<file path="src/rtl/vit_frame_sched.sv">
// Round-robin frame scheduler sharing one (2,1,3) Viterbi decoder between two channels.
// Whole frames are granted; tail symbols are padded and hung frames are aborted by a watchdog.
//
// state | meaning
// IDLE  | no frame owned; arbitrate pending requests
// START | one-cycle decoder start pulse; frame counters cleared
// RUN   | feeding symbols on le, returning decoded bits on oe
// DONE  | FRAME_LEN bits returned; release the decoder
// ABORT | watchdog expired; release the decoder
module vit_frame_sched #(
    parameter int FRAME_LEN = 64,
    parameter int TAIL      = 2,
    parameter int TIMEOUT   = 255
) (
    input  logic       clock,
    input  logic       reset,
    input  logic       req0,
    input  logic       req1,
    input  logic [1:0] sym0,
    input  logic [1:0] sym1,
    output logic       sym_rd0,
    output logic       sym_rd1,
    output logic       seq_ready,
    output logic [1:0] rx_sym,
    input  logic       le,
    input  logic       oe,
    input  logic       Dx,
    output logic [1:0] grant,
    output logic       dec_bit,
    output logic       dec_valid,
    output logic       dec_ch,
    output logic       frame_done,
    output logic       abort
);

    localparam int SW = $clog2(FRAME_LEN + TAIL + 1);
    localparam int BW = $clog2(FRAME_LEN + 1);
    localparam logic [SW-1:0] SYM_N   = SW'(FRAME_LEN);
    localparam logic [SW-1:0] SYM_MAX = SW'(FRAME_LEN + TAIL);
    localparam logic [BW-1:0] BIT_N   = BW'(FRAME_LEN);
    localparam logic [7:0]    WD_MAX  = 8'(TIMEOUT);

    typedef enum logic [2:0] {
        S_IDLE,
        S_START,
        S_RUN,
        S_DONE,
        S_ABORT
    } state_t;

    state_t          state_q, state_d;
    logic [1:0]      grant_q, grant_d;
    logic            last_q, last_d;
    logic [SW-1:0]   sym_cnt_q, sym_cnt_d;
    logic [BW-1:0]   bit_cnt_q, bit_cnt_d;
    logic [7:0]      wd_q, wd_d;
    logic            dec_bit_q, dec_bit_d;
    logic            dec_valid_q, dec_valid_d;
    logic            dec_ch_q, dec_ch_d;

    logic ch;
    logic sym_live;

    assign ch       = grant_q[1];
    assign sym_live = (sym_cnt_q < SYM_N);

    always_ff @(posedge clock or posedge reset) begin
        if (reset) begin
            state_q     <= S_IDLE;
            grant_q     <= 2'b00;
            last_q      <= 1'b1;
            sym_cnt_q   <= '0;
            bit_cnt_q   <= '0;
            wd_q        <= 8'd0;
            dec_bit_q   <= 1'b0;
            dec_valid_q <= 1'b0;
            dec_ch_q    <= 1'b0;
        end else begin
            state_q     <= state_d;
            grant_q     <= grant_d;
            last_q      <= last_d;
            sym_cnt_q   <= sym_cnt_d;
            bit_cnt_q   <= bit_cnt_d;
            wd_q        <= wd_d;
            dec_bit_q   <= dec_bit_d;
            dec_valid_q <= dec_valid_d;
            dec_ch_q    <= dec_ch_d;
        end
    end

    always_comb begin
        state_d     = state_q;
        grant_d     = grant_q;
        last_d      = last_q;
        sym_cnt_d   = sym_cnt_q;
        bit_cnt_d   = bit_cnt_q;
        wd_d        = wd_q;
        dec_bit_d   = dec_bit_q;
        dec_valid_d = 1'b0;
        dec_ch_d    = dec_ch_q;
        seq_ready   = 1'b0;
        frame_done  = 1'b0;
        abort       = 1'b0;
        sym_rd0     = 1'b0;
        sym_rd1     = 1'b0;
        rx_sym      = 2'b00;

        case (state_q)
            S_IDLE: begin
                if (req0 || req1) begin
                    if (req0 && req1) begin
                        grant_d = last_q ? 2'b01 : 2'b10;
                    end else begin
                        grant_d = req0 ? 2'b01 : 2'b10;
                    end
                    state_d = S_START;
                end
            end
            S_START: begin
                seq_ready = 1'b1;
                sym_cnt_d = '0;
                bit_cnt_d = '0;
                wd_d      = 8'd0;
                state_d   = S_RUN;
            end
            S_RUN: begin
                // Past FRAME_LEN real symbols the decoder is fed zero tail pads.
                rx_sym = sym_live ? (ch ? sym1 : sym0) : 2'b00;
                if (le) begin
                    if (sym_live) begin
                        sym_rd0 = ~ch;
                        sym_rd1 = ch;
                    end
                    if (sym_cnt_q != SYM_MAX) begin
                        sym_cnt_d = sym_cnt_q + 1'b1;
                    end
                end
                if (oe && (bit_cnt_q < BIT_N)) begin
                    dec_bit_d   = Dx;
                    dec_ch_d    = ch;
                    dec_valid_d = 1'b1;
                    bit_cnt_d   = bit_cnt_q + 1'b1;
                end
                wd_d = (le || oe) ? 8'd0 : wd_q + 8'd1;
                if (bit_cnt_d == BIT_N) begin
                    state_d = S_DONE;
                end else if (wd_d == WD_MAX) begin
                    state_d = S_ABORT;
                end
            end
            S_DONE: begin
                frame_done = 1'b1;
                last_d     = ch;
                grant_d    = 2'b00;
                state_d    = S_IDLE;
            end
            S_ABORT: begin
                abort   = 1'b1;
                last_d  = ch;
                grant_d = 2'b00;
                state_d = S_IDLE;
            end
            default: begin
                grant_d = 2'b00;
                state_d = S_IDLE;
            end
        endcase
    end

    assign grant     = grant_q;
    assign dec_bit   = dec_bit_q;
    assign dec_valid = dec_valid_q;
    assign dec_ch    = dec_ch_q;

endmodule

</file>
<file path="config.mk">
export PLATFORM = sky130hd
export DESIGN_NAME = vit_frame_sched
export DESIGN_NICKNAME = d
export VERILOG_FILES = /design/src/rtl/vit_frame_sched.sv
export SDC_FILE = /design/constraint.sdc
export NUM_CORES = 1
export LEC_CHECK = 0
export BUFFER_PORTS_ARGS = -buffer_cell sky130_fd_sc_hd__buf_2
export CAP_MARGIN = 20
export CORE_ASPECT_RATIO = 1.1
export CORE_MARGIN = 1.5
export CORE_UTILIZATION = 25
export DETAILED_ROUTE_END_ITERATION = 8
export PLACE_DENSITY = 0.4
export SETUP_SLACK_MARGIN = 0.15
export SLEW_MARGIN = 30
export SYNTH_ARGS = -nofsm -noshare
export SYNTH_HDL_FRONTEND = slang
export SYNTH_SLANG_ARGS = --single-unit
</file>
<file path="constraint.sdc">
create_clock -name clock -period 1.6 [get_ports clock]
set_input_delay 0.16 -clock clock [delete_from_list [all_inputs] [get_ports clock]]
set_output_delay 0.16 -clock clock [all_outputs]
set_load 0.02 [all_outputs]
</file>
* Word-level counts from Yosys, hierarchy flattened
Cells that the tools add are included.
** Cells by class
- $add $sub $neg :: 3
- $mul :: 0
- Div/mod/pow operators :: 0
- Magnitude comparators :: 2
- Equal/unequal tests :: 11
- Shifts and indexed selects :: 0
- Mux-type cells :: 31
- Bitwise operators :: 2
- Reductions and logical operators :: 12
** Operator list (number)
- $mux W7 :: 4
- $pmux W7 S2 :: 2
- $pmux W8 S2 :: 1
- $add A7 B1 Y7 const B :: 2
- $lt A7 B7 Y1 const B :: 2
- $mux W2 :: 7
- $mux W1 :: 11
- $mux W3 :: 3
- $pmux W3 S3 :: 1
- $add A8 B1 Y8 const B :: 1
- $eq A8 B8 Y1 const B :: 1
- $mux W8 :: 1
- $eq A7 B7 Y1 const B :: 1
- $ne A7 B7 Y1 const B :: 1
- $eq A3 B2 Y1 const B :: 2
- $ne A2 B2 Y1 const B :: 3
- $reduce_and A2 Y1 :: 3
- $pmux W2 S2 :: 1
- $reduce_or A2 Y1 :: 2
- $eq A3 B1 Y1 const B :: 1
- $eq A3 B3 Y1 const B :: 1
- $logic_not A3 Y1 :: 1
- $ne A3 B3 Y1 const B :: 1
- $reduce_and A3 Y1 :: 1
- 4 further kinds :: 7
** Storage, ports and cells
- Register bits :: 31
- Bits in latches :: 0
- RAM bits :: 0
- Bits in read-only memories :: 0
- Bits of input ports :: 11
- Word-level logic and storage cells :: 70
- Memories kept :: 0

* Logic depth before layout (Yosys ltp)
Gate-level depths: netlist of run 1.
- Depth in word-level cells :: 7
- Gate-level depth with buffers :: 7
- Gate-level depth less buffers :: 7

* Least setup slack after synthesis of run 1
OpenSTA, ideal clock, no wires.
- Kind :: register -> output
- Start :: register state_q[2]
- End :: output port sym_rd0
- Data arrival time :: 1810 ps
- Required time :: 1440 ps
- Path slack :: -370 ps
- Cell stages (with the launch flop) :: 4
- Path buffers :: 1
- Path through :: dfrtp_1 -> or3b_4 -> clkbuf_1 -> nor4b_1
** Between the ends
- Cells in the longest elaborated chain, start to end :: 2
** RTL lines
- from (decl) :: RTL line 51 : state_t state_q, state_d;
- from (signal assigned) :: RTL line 79 : state_q <= state_d;
- $eq A3 B2 Y1 :: RTL line 108 : case (state_q)
- $mux W1 :: RTL line 108
- to (decl) :: RTL line 21 : output logic sym_rd0,
No other way between the ends.

* Final worst setup path of run 1
- Start :: register state_q[2]
- End :: register sym_cnt_q[1]
** Between the ends
- Cells in the longest elaborated chain, start to end :: 3
- Elaborated cells on any way between the ends :: 7
** RTL lines
- $eq A3 B2 Y1 or $eq A3 B1 Y1 (tied branches) :: RTL line 108
- $ne A2 B2 Y1 (no source line) or $reduce_bool A2 Y1 (tied branches)
- $reduce_and A3 Y1 (no source line)
- to (signal assigned) :: RTL line 82 : sym_cnt_q <= sym_cnt_d;
- to (decl) :: RTL line 54 : logic [SW-1:0] sym_cnt_q, sym_cnt_d;
Several ways; a longest one is shown, not always the timed one.
A chain may end at the register's enable or synchronous reset.

==> metrics.cfg, run 1 <==
[outcome]
status = finished, violations left
violations = negative setup slack

[finish]
antenna_cells = 0
drive_above_1_share_pct = 44.0
syn_to_final_growth_pct = 50.3
fillCellCount = 690
fin_util_pct = 39.1
fin_nets = 273

[setup_path]
r2r_slack_ps = -160
arrival_ps = 1930
reg2reg_depth = 5
start_kind = flop
cp_slowest_cell = or3b_4
r2r-end = sym_cnt_q[1]
end_kind = flop
path_class = flop to flop
cp_slowest_stage_delay_ps = 420
crit_chain = or3b_4 > buf_4 > a31o_4 > a21oi_2 > mux2_4
regToRegStartpoint = state_q[2]
path_max_fanout = 4
required_ps = 1770

[timing]
slew_viol_final = 0
relSlewSlack_pct = 69.1
fin_ws_ps = -160
hold_viol_final = 0
setup_viol = 10
rsz0062_at_grt = true
finalCriticalPeriod_ps = 1760
hold_slack_ps = 105
min_period_over_period_pct = 110
worst_slew_pin_slew_ps = 464
max_freq_ghz = 0.568
fin_skew_ps = 6.74

[routing]
drt_first_iter_violations = 53
wl_mm = 4.83
dr_total_vias = 1626
ant_nets = 0
routed_via_density = 4.77
drc = 0
drt-pass1-iter-count = 4
routedWlPerCell_um = 14.2

[synth]
ys.flop_type = dfrtp_1
synthArstFlopShare_pct = 100
synth-seq-area-share_pct = 44.7
synth_enable_flop_cells = 0
synthTopCellsByArea = dfrtp_1 43%, nand2_1 4.3%, o21ai_1 4.3%, nor2_1 3.5%, ha_1 2.9%
synth.net_count = 203
synth_top_area_cell = dfrtp_1
yosysWarnings = 0
synth_top_area_share_pct = 43.2
netlist_area_sq_um = 1740
syn_inst = 188
netlist-cell-type-count = 45
syn_area_per_cell_sq_um = 9.24
ys_ff_latch = 31

[clock_network]
clockBufferDepth = 2
clk_latency_ps = 280
root_buffer = clkbuf_8
cts_sinks = 31
numCtsBuffers = 5
cts.reportedPaths.clkPinSlew_ps = 70
htree_levels = 2
cts_tree = done

[global_route]
grt_pass1_wl_mm = 8.25
grt_overflow_total = 0
antenna_found_initial = 0
grt_pass1_vias = 1693
grt_max_degree = 32
globalRouteTotalUtil_pct = 14.5

[power_and_ir_drop]
total_power_mw = 4.05
p_leak_nw = 1.20
pwr_density_cell_nw_per_um2 = 1550
ir_drop_mv = 0.657

[floorplanning]
die-area_sq_um = 7460
die_x_um = 82.5
initial_core_util_pct = 26.1
dieHeight_um = 90.4
num_io_pins = 23
core-area_sq_um = 6670
rows = 31

[placed_design]
dpl.hpwl_mm = 3.42
numPortBuffers = 22
gp_routability_congestion = 0.738

[min_path]
worstHoldStart = Dx
hold_class = primary input to flop
whs_path_depth = 2
holdPathEnd = dec_bit

[job]
maxCapViolCount = 0

sequential cells by signal, summed over array words and instances (netlist names):
signal	count
bit_cnt_q	7
dec_bit	1
dec_ch	1
dec_valid	1
grant	2
last_q	1
state_q	3
sym_cnt_q	7
wd_q	8
power by group:
group / leakage, nW / switching, mW / internal (mW) / total, mW
Combinational: 0.763 / 1.04 / 1.13 / 2.17
Clock: 0.0395 / 0.297 / 0.309 / 0.606
Sequential: 0.394 / 0.262 / 1.01 / 1.27
final cells by class:
| class | count | area (sq um) | share of cell area, % |
|---|---|---|---|
| clock buffer | 8 | 80.1 | 3.07 |
| inverter | 10 | 45.0 | 1.72 |
| multi-input combinational | 141 | 1080 | 41.4 |
| sequential | 31 | 777 | 29.8 |
| tap | 82 | 103 | 3.93 |
| timing repair buffer | 69 | 524 | 20.1 |
cells in the mapped netlist (2+ instances only):
cell and instances:
dfrtp_1 30, nand2_1 20, nor2_1 16, o21ai_1 15, inv_1 9, o21ai_0 8, nand3_1 7, nor3_1 6
xnor2_1 5, and3_1 4, ha_1 4, nand4_1 4, o31ai_1 4, a21oi_1 3, a32o_1 3, clkbuf_1 3
mux2i_1 3, nor3b_1 3, nor4_1 3, xor2_1 3, a211oi_2 2, a22o_1 2, a31oi_1 2, and3b_1 2
buf_1 2, mux2_1 2, mux2_2 2, nand3b_1 2, nor4b_1 2, o41ai_1 2
critical path, delay by kind of cell, from the launching register on:
| family | cells | cell delay (ps) |
|---|---|---|
| DFF | 1 | 390 |
| and+or+nand+nor | 1 | 420 |
| buffers and inverters | 1 | 170 |
| muxes | 1 | 300 |
| AOI/OAI and AO/OA | 2 | 370 |
through the flow:
step | instances | instance area [sq um] | setup TNS, ps | setup slack, ps
finish | 341 | 2610 | -888 | -160
global route | 341 | 2610 | -2080 | -224
CTS | 340 | 2540 | -988 | -173
detailed placement | 322 | 2270 | -412 | -88.2
global placement | 322 | 2270 | -307 | -75.3
floorplan | 188 | 1820 | -20.1 | -20.1
cell families (layout without fill, tap and decap cells):
| group | count (synthesis) | in the layout | share of synthesized area [%] |
|---|---|---|---|
| AOI/OAI and AO/OA | 46 | 46 | 17.6 |
| xor gates and xnor gates | 8 | 8 | 4.03 |
| adders and majority gates | 4 | 4 | 2.88 |
| buffers and inverters | 16 | 87 | 3.53 |
| DFF | 31 | 31 | 44.7 |
| muxes | 7 | 7 | 4.32 |
| and+or+nand+nor | 76 | 76 | 23.0 |
routing by layer:
layer / GRT usage (%) / vias to the layer above / share of wire [%]
met4: 3.75 / 0 / 1.2
met3: 3.64 / 5 / 2.4
met5: 0 / - / 0
met2: 23.9 / 17 / 49
met1: 18.5 / 773 / 47
li1: - / 831 / -
layout by cell type (no fill, tap or decap), drive strengths merged, types with 2 or more instances in the layout:
master | synthesis | routed
nand4 | 4 | 4
xnor2 | 5 | 5
o21ai | 23 | 23
o41ai | 2 | 2
or3b | 2 | 2
nor2 | 16 | 16
nand3 | 7 | 7
nor4b | 2 | 2
nor4 | 3 | 3
mux2i | 3 | 3
xor2 | 3 | 3
o31ai | 4 | 4
nand2 | 20 | 20
ha | 4 | 4
a211oi | 3 | 3
nand3b | 2 | 2
and3b | 2 | 2
a32o | 3 | 3
a21oi | 3 | 3
a31oi | 2 | 2
and3 | 4 | 4
inv | 10 | 10
nor3b | 3 | 3
dfrtp | 30 | 30
a22o | 2 | 2
clkbuf | 3 | 8
buf | 3 | 68
mux2 | 4 | 4
nor3 | 6 | 6
how the worst max path moves through the flow:
stage	from	endpoint	slack, ps	depth (start not counted)
detailed placement	state_q[2]	wd_q[6]	-90	4
global placement	state_q[2]	wd_q[7]	-80	6
global route	state_q[1]	sym_rd0	-220	4
finish	state_q[2]	sym_cnt_q[1]	-160	5
floorplan	state_q[0]	sym_cnt_q[1]	-20	4
CTS	state_q[2]	sym_rd0	-170	4
repair_timing:
action / 4_1_cts / 5_1_grt
setup buffers: 9 / 1
setup endpoints to repair: 34 / 35
pin swaps: 10 / 9
gates resized for setup: 31 / 15
endpoints found under the hold margin: 30 / 0
hold buffers: 1 / 0
Note: power is estimated with default switching activity, not from simulation.
==> run 2, diff against run 1 <==
==> constraint.sdc (replaced) <==
create_clock -name clock -period 1.6 [get_ports clock]
set_input_delay 0.08 -clock clock [delete_from_list [all_inputs] [get_ports clock]]
set_output_delay 0.08 -clock clock [all_outputs]
set_load 0.02 [all_outputs]
==> run 2 against run 1 <==
The flow still finishes with violations (negative setup slack). Non-clock buffer count grew 7. Register-to-register slack is essentially flat. Fmax grew 0.66%. Worst setup slack gained 12 ps. Die area is the same. Cell count grew 2.1%. Critical path type unchanged.
==> metrics.cfg, run 2 (synthesis gave the netlist of run 1 again) <==
[routing]
drt-pass1-iter-count = 4  ; unchanged
drc = 0  ; unchanged
routed_via_density = 4.76  ; -0.20%
wl_mm = 4.91  ; +1.6%
drt_first_iter_violations = 81  ; +53%
dr_total_vias = 1656  ; +1.8%
ant_nets = 0  ; unchanged
routedWlPerCell_um = 14.1  ; -0.41%

[placed_design]
dpl.hpwl_mm = 3.35  ; -2.3%
dpl_cell_area_sq_um = 2250  ; -1.1%
numPortBuffers = 22  ; unchanged
dp.cells = 317  ; -1.6%
gp_routability_congestion = 0.738  ; about the same

[finish]
instances_no_fill = 348  ; +2.1%
largest_reg_flops = 8  ; unchanged
multi_input_area_sq_um = 1160  ; +7.4%
syn_to_final_growth_pct = 61.6
mostFrequentLayoutCells = 42 x buf_4, 29 x dfrtp_1, 18 x buf_6
antenna_cells = 0  ; unchanged
stdcell_area_sq_um = 2810  ; +7.6%
fillCellCount = 683  ; -1.0%
regMostFlops = wd_q
seqCellArea_sq_um = 778  ; +0.16%
final_common_cell = buf_4
largestRegisters = wd_q: 8 flops, bit_cnt_q: 7 flops, sym_cnt_q: 7 flops
drive_above_1_share_pct = 50.0  ; +6.0 points
fin_nets = 280  ; +2.6%

[floorplanning]
dieHeight_um = 90.4  ; unchanged
die_x_um = 82.5  ; unchanged
core-area_sq_um = 6670  ; unchanged
die-area_sq_um = 7460  ; unchanged
rows = 31  ; unchanged
initial_core_util_pct = 26.1  ; unchanged
num_io_pins = 23  ; unchanged

[timing]
relSlewSlack_pct = 70.6  ; +1.5 points
min_period_over_period_pct = 109  ; -0.72 points
slew_viol_final = 0  ; unchanged
finalCriticalPeriod_ps = 1750  ; -11.6 ps
setup_viol = 12  ; +2
fin_setup_tns_ps = -915  ; -27.1 ps
fin_skew_ps = 3.10  ; -3.65 ps
max_freq_ghz = 0.572  ; +0.66%
rsz0062_at_grt = true
hold_viol_final = 0  ; unchanged
worst_slew_pin_slew_ps = 439  ; -24.6 ps
fin_ws_ps = -148  ; +11.6 ps

[global_route]
globalRouteTotalUtil_pct = 14.5  ; about the same
grt_overflow_total = 0  ; unchanged
grt_pass1_wl_mm = 8.25  ; about the same
grt_max_degree = 32  ; unchanged
grt_pass1_vias = 1675  ; -1.1%
antenna_found_initial = 0  ; unchanged

[setup_path]
path_max_fanout = 4  ; unchanged
path_class = flop to flop
start_kind = flop
reg2reg_depth = 5  ; unchanged
required_ps = 1780  ; about the same
r2r-end = sym_cnt_q[1]
arrival_ps = 1930  ; about the same
end_kind = flop
r2r_slack_ps = -150  ; about the same
regToRegStartpoint = state_q[2]

[outcome]
violations = negative setup slack
status = finished, violations left

[min_path]
hold_class = primary input to flop
holdPathEnd = dec_bit
whs_path_depth = 2  ; unchanged
worstHoldStart = Dx

[clock_network]
clockBufferDepth = 2  ; unchanged
cts_tree = done
cts_sinks = 31  ; unchanged
clk_latency_ps = 290  ; about the same
htree_levels = 2  ; unchanged
numCtsBuffers = 5  ; unchanged
cts.reportedPaths.clkPinSlew_ps = 70  ; about the same
root_buffer = clkbuf_8

[power_and_ir_drop]
p_leak_nw = 1.31  ; +9.4%
pwr_density_cell_nw_per_um2 = 1580  ; +2.1%
ir_drop_mv = 0.678  ; +3.2%
total_power_mw = 4.45  ; +9.8%

[job]
maxCapViolCount = 0  ; unchanged

run 2: worst max-delay path: stages, from the launching register on:
cell,delay (ps)
dfrtp_1,400
or3b_4,410
buf_4,160
a31o_4,230
a21oi_2,140
mux2_4,300
run 2: how the worst max path moves through the flow:
stage	startpoint	to	slack (ps)	cells past startpoint
6_report	state_q[2]	sym_cnt_q[1]	-150	5
5_1_grt	state_q[0]	sym_cnt_q[1]	-190	5
4_1_cts	state_q[2]	sym_cnt_q[1]	-150	5
3_5_place_dp	state_q[2]	wd_q[6]	-70	4
3_3_place_gp	state_q[2]	wd_q[6]	-30	4
2_1_floorplan	state_q[0]	sym_cnt_q[1]	-20	4
run 2: stage by stage:
stage / util (%) / worst slack [ps] / hold WS, ps
after detailed placement: 33.7 / -67.3 / 202
after global routing: 42.1 / -192 / 19.3
after floorplan: - / -20.1 / 183
after global placement: 33.7 / -34.6 / 201
after CTS: 40.7 / -152 / 16.3
final: 42.1 / -148 / 21.0
run 2: repair_timing:
action | 4_1_cts | 5_1_grt
pin swaps | 15 | 12
buffers inserted | 19 | 3
hold buffers | 1 | 0
endpoints found under the setup margin | 27 | 37
resized for setup | 48 | 18
hold endpoints to repair | 30 | 0
run 2: layer usage:
| metal | part of all wire (%) | global-route usage [%] | vias up |
|---|---|---|---|
| met5 | 0 | 0 | - |
| met4 | 1.6 | 5.00 | 0 |
| met3 | 2.0 | 3.33 | 6 |
| met2 | 49 | 22.6 | 15 |
| met1 | 47 | 19.4 | 793 |
| li1 | - | - | 842 |
run 2: final cells by class:
type | count | area share, %
clock inverter | 2 | 1.25
timing repair buffer | 76 | 21.5
clock buffer | 6 | 2.94
sequential | 31 | 27.7
multi-input combinational | 141 | 41.4
inverter | 10 | 1.60
tap | 82 | 3.65
run 2: report_power, final:
group	total (mW)	internal, mW	leakage (nW)	switching, mW
combinational	2.35	1.24	0.855	1.10
clock	0.830	0.504	0.0612	0.327
sequential	1.27	1.01	0.392	0.264
==> run 3, diff against run 2 <==
--- a/constraint.sdc
+++ b/constraint.sdc
@@ -3,2 +3,2 @@
 set_output_delay 0.08 -clock clock [all_outputs]
-set_load 0.02 [all_outputs]
+set_load 0.05 [all_outputs]
==> run 3 against run 2 <==
The run still ends with negative setup slack left. Combinational power increased by 20%. Worst setup slack got worse by 17 ps. Clock skew about the same. Utilization up 1.9 points. Largest cell class unchanged. Non-clock buffer count fell by 3. Critical path type is now flop to primary output. Critical path depth is 1 lower. Count of clock-buffer cells in the layout is the same. Fmax is 0.98% lower.
==> metrics.cfg, run 3 (synthesis gave the netlist of run 1 again) <==
[timing]
hold_slack_ps = 32.9  ; +12.0 ps
setup_viol = 26  ; +14
relSlewSlack_pct = 71.9  ; +1.3 points
worst_slew_pin_slew_ps = 420  ; -19.1 ps
rsz0062_at_grt = true
fin_skew_ps = 3.18  ; +0.0771 ps
hold_viol_final = 0  ; unchanged
fin_ws_ps = -166  ; -17.3 ps
slew_viol_final = 0  ; unchanged
min_period_over_period_pct = 110  ; +1.1 points
fin_setup_tns_ps = -2230  ; -1310 ps
max_freq_ghz = 0.566  ; -0.98%
finalCriticalPeriod_ps = 1770  ; +17.3 ps

[outcome]
violations = negative setup slack
status = finished, violations left

[finish]
final_common_cell = buf_4
syn_to_final_growth_pct = 68.9
largest_reg_flops = 8  ; unchanged
largestRegisters = wd_q: 8 flops, bit_cnt_q: 7 flops, sym_cnt_q: 7 flops
antenna_cells = 0  ; unchanged
regMostFlops = wd_q
multi_input_area_sq_um = 1250  ; +7.6%
fin_nets = 278  ; -0.71%
mostFrequentLayoutCells = 29 x buf_4, 28 x dfrtp_1, 21 x buf_6
fin_util_pct = 44.0  ; +1.9 points
fillCellCount = 643  ; -5.9%
drive_above_1_share_pct = 53.8  ; +3.8 points
seqCellArea_sq_um = 779  ; +0.16%

[setup_path]
end_kind = primary output
start_kind = flop
arrival_ps = 1690  ; -240 ps
path_class = flop to primary output
path_max_fanout = 5  ; +1
reg2reg_depth = 8  ; +3
path_common_cell = buf_6
required_ps = 1520  ; -260 ps
cp_slowest_cell = or3b_4
crit_chain = or3b_4 > buf_6 > nor4b_4 > buf_6
cp_slowest_stage_delay_ps = 430  ; +20 ps

[routing]
routed_via_density = 4.83  ; +1.4%
dr_total_vias = 1670  ; +0.85%
wl_mm = 5.03  ; +2.5%
drt-pass1-iter-count = 4  ; unchanged
drt_first_iter_violations = 93  ; +15%
routedWlPerCell_um = 14.5  ; +3.1%
ant_nets = 0  ; unchanged
drc = 0  ; unchanged

[clock_network]
numCtsBuffers = 5  ; unchanged
htree_levels = 2  ; unchanged
cts_tree = done
clockBufferDepth = 2  ; unchanged
cts.reportedPaths.clkPinSlew_ps = 70  ; about the same
clk_latency_ps = 280  ; about the same
root_buffer = clkbuf_8
cts_sinks = 31  ; unchanged

[global_route]
grt_pass1_vias = 1672  ; -0.18%
antenna_found_initial = 0  ; unchanged
grt_max_degree = 27  ; -16%
globalRouteTotalUtil_pct = 14.3  ; -0.14 points
grt_pass1_wl_mm = 8.23  ; -0.17%
grt_overflow_total = 0  ; unchanged

[floorplanning]
dieHeight_um = 90.4  ; unchanged
rows = 31  ; unchanged
num_io_pins = 23  ; unchanged
die-area_sq_um = 7460  ; unchanged
die_x_um = 82.5  ; unchanged
initial_core_util_pct = 26.1  ; unchanged
core-area_sq_um = 6670  ; unchanged

[placed_design]
numPortBuffers = 22  ; unchanged
dpl.hpwl_mm = 3.29  ; -1.6%
gp_routability_congestion = 0.778  ; +5.3%

[power_and_ir_drop]
ir_drop_mv = 0.688  ; +1.4%
pwr-share-comb_pct = 59.8  ; +7.1 points
p_int_mw = 2.69  ; -2.7%
total_power_mw = 4.69  ; +5.3%
p_leak_nw = 1.28  ; -2.5%
clkPwrFrac_pct = 12.9  ; -5.8 points
seqPwrFrac_pct = 27.3  ; -1.3 points
netSwitchingFraction_pct = 42.7  ; +4.7 points
pwr_density_cell_nw_per_um2 = 1600  ; +0.80%
switchingPower_mw = 2.00  ; +18%

[job]
maxCapViolCount = 0  ; unchanged

[min_path]
hold_class = primary input to flop
whs_path_depth = 2  ; unchanged

[run 3: changes by cell type in the layout (fill, tap and decap cells not counted), moves of 3 or more]
cell | before | now
o21ai_2 | 6 | 9
o21ai_0 | 7 | 4
buf_6 | 18 | 21
buf_4 | 42 | 29
buf_12 | 0 | 4
buf_8 | 0 | 3
[run 3: repair_timing]
action | in CTS | in global routing
resized for setup | 50 | 50
pin swaps | 15 | 14
gates cloned | 0 | 1
setup buffers | 14 | 7
endpoints found under the hold margin | 5 | 0
endpoints found under the setup margin | 31 | 37
hold buffers | 1 | 0
[run 3: path summary, 6_finish.rpt]
check	startpoint	to	slack [ps]
max	state_q[0]	sym_rd0	-170
min	Dx	dec_bit	30
max reg2reg	state_q[0]	bit_cnt_q[4]	-140
min reg2reg	dec_bit	dec_bit	510
max in group asynchronous	reset	last_q	800
min in group asynchronous	reset	sym_cnt_q[2]	280
[run 3: critical path: cells and delay by family (launching register included)]
kind / cells / cell delay, ps
flip-flops: 1 / 400
AND/OR/NAND/NOR: 2 / 660
buffers and inverters: 2 / 350
[run 3: metal layers]
metal	GRT usage, %	routed length [um]	vias up	share of wire [%]
li1	-	-	837	-
met1	17.4	2160	811	43
met2	24.5	2700	18	54
met3	3.54	128	4	2.5
met4	4.31	38	0	0.76
met5	0	0	-	0
[run 3: metrics by stage]
step / cell area (sq um) / setup WS (ps) / instances
after floorplan: 1830 / -99.0 / 188
after global placement: 2250 / -73.3 / 315
after detailed placement: 2250 / -113 / 315
after CTS: 2630 / -156 / 338
after global routing: 2940 / -225 / 346
final: 2940 / -166 / 346
[run 3: final cells by class]
class | instances | share of cell area [%]
Multi-Input combinational cell | 142 | 42.6
Sequential cell | 31 | 26.6
Timing Repair Buffer | 73 | 22.6
Clock inverter | 2 | 0.426
Inverter | 10 | 1.79
Clock buffer | 6 | 2.47
Tap cell | 82 | 3.50
[run 3: power by group through the flow]
stage               registers, mW  logic [mW]  clock network (mW)
detailed placement           1.26        1.95                   0
global route                 1.31        3.03               0.685
finish                       1.28        2.81               0.605
global placement             1.26        1.96                   0
CTS                          1.25        2.42               0.638
floorplan                    1.38        1.17                   0
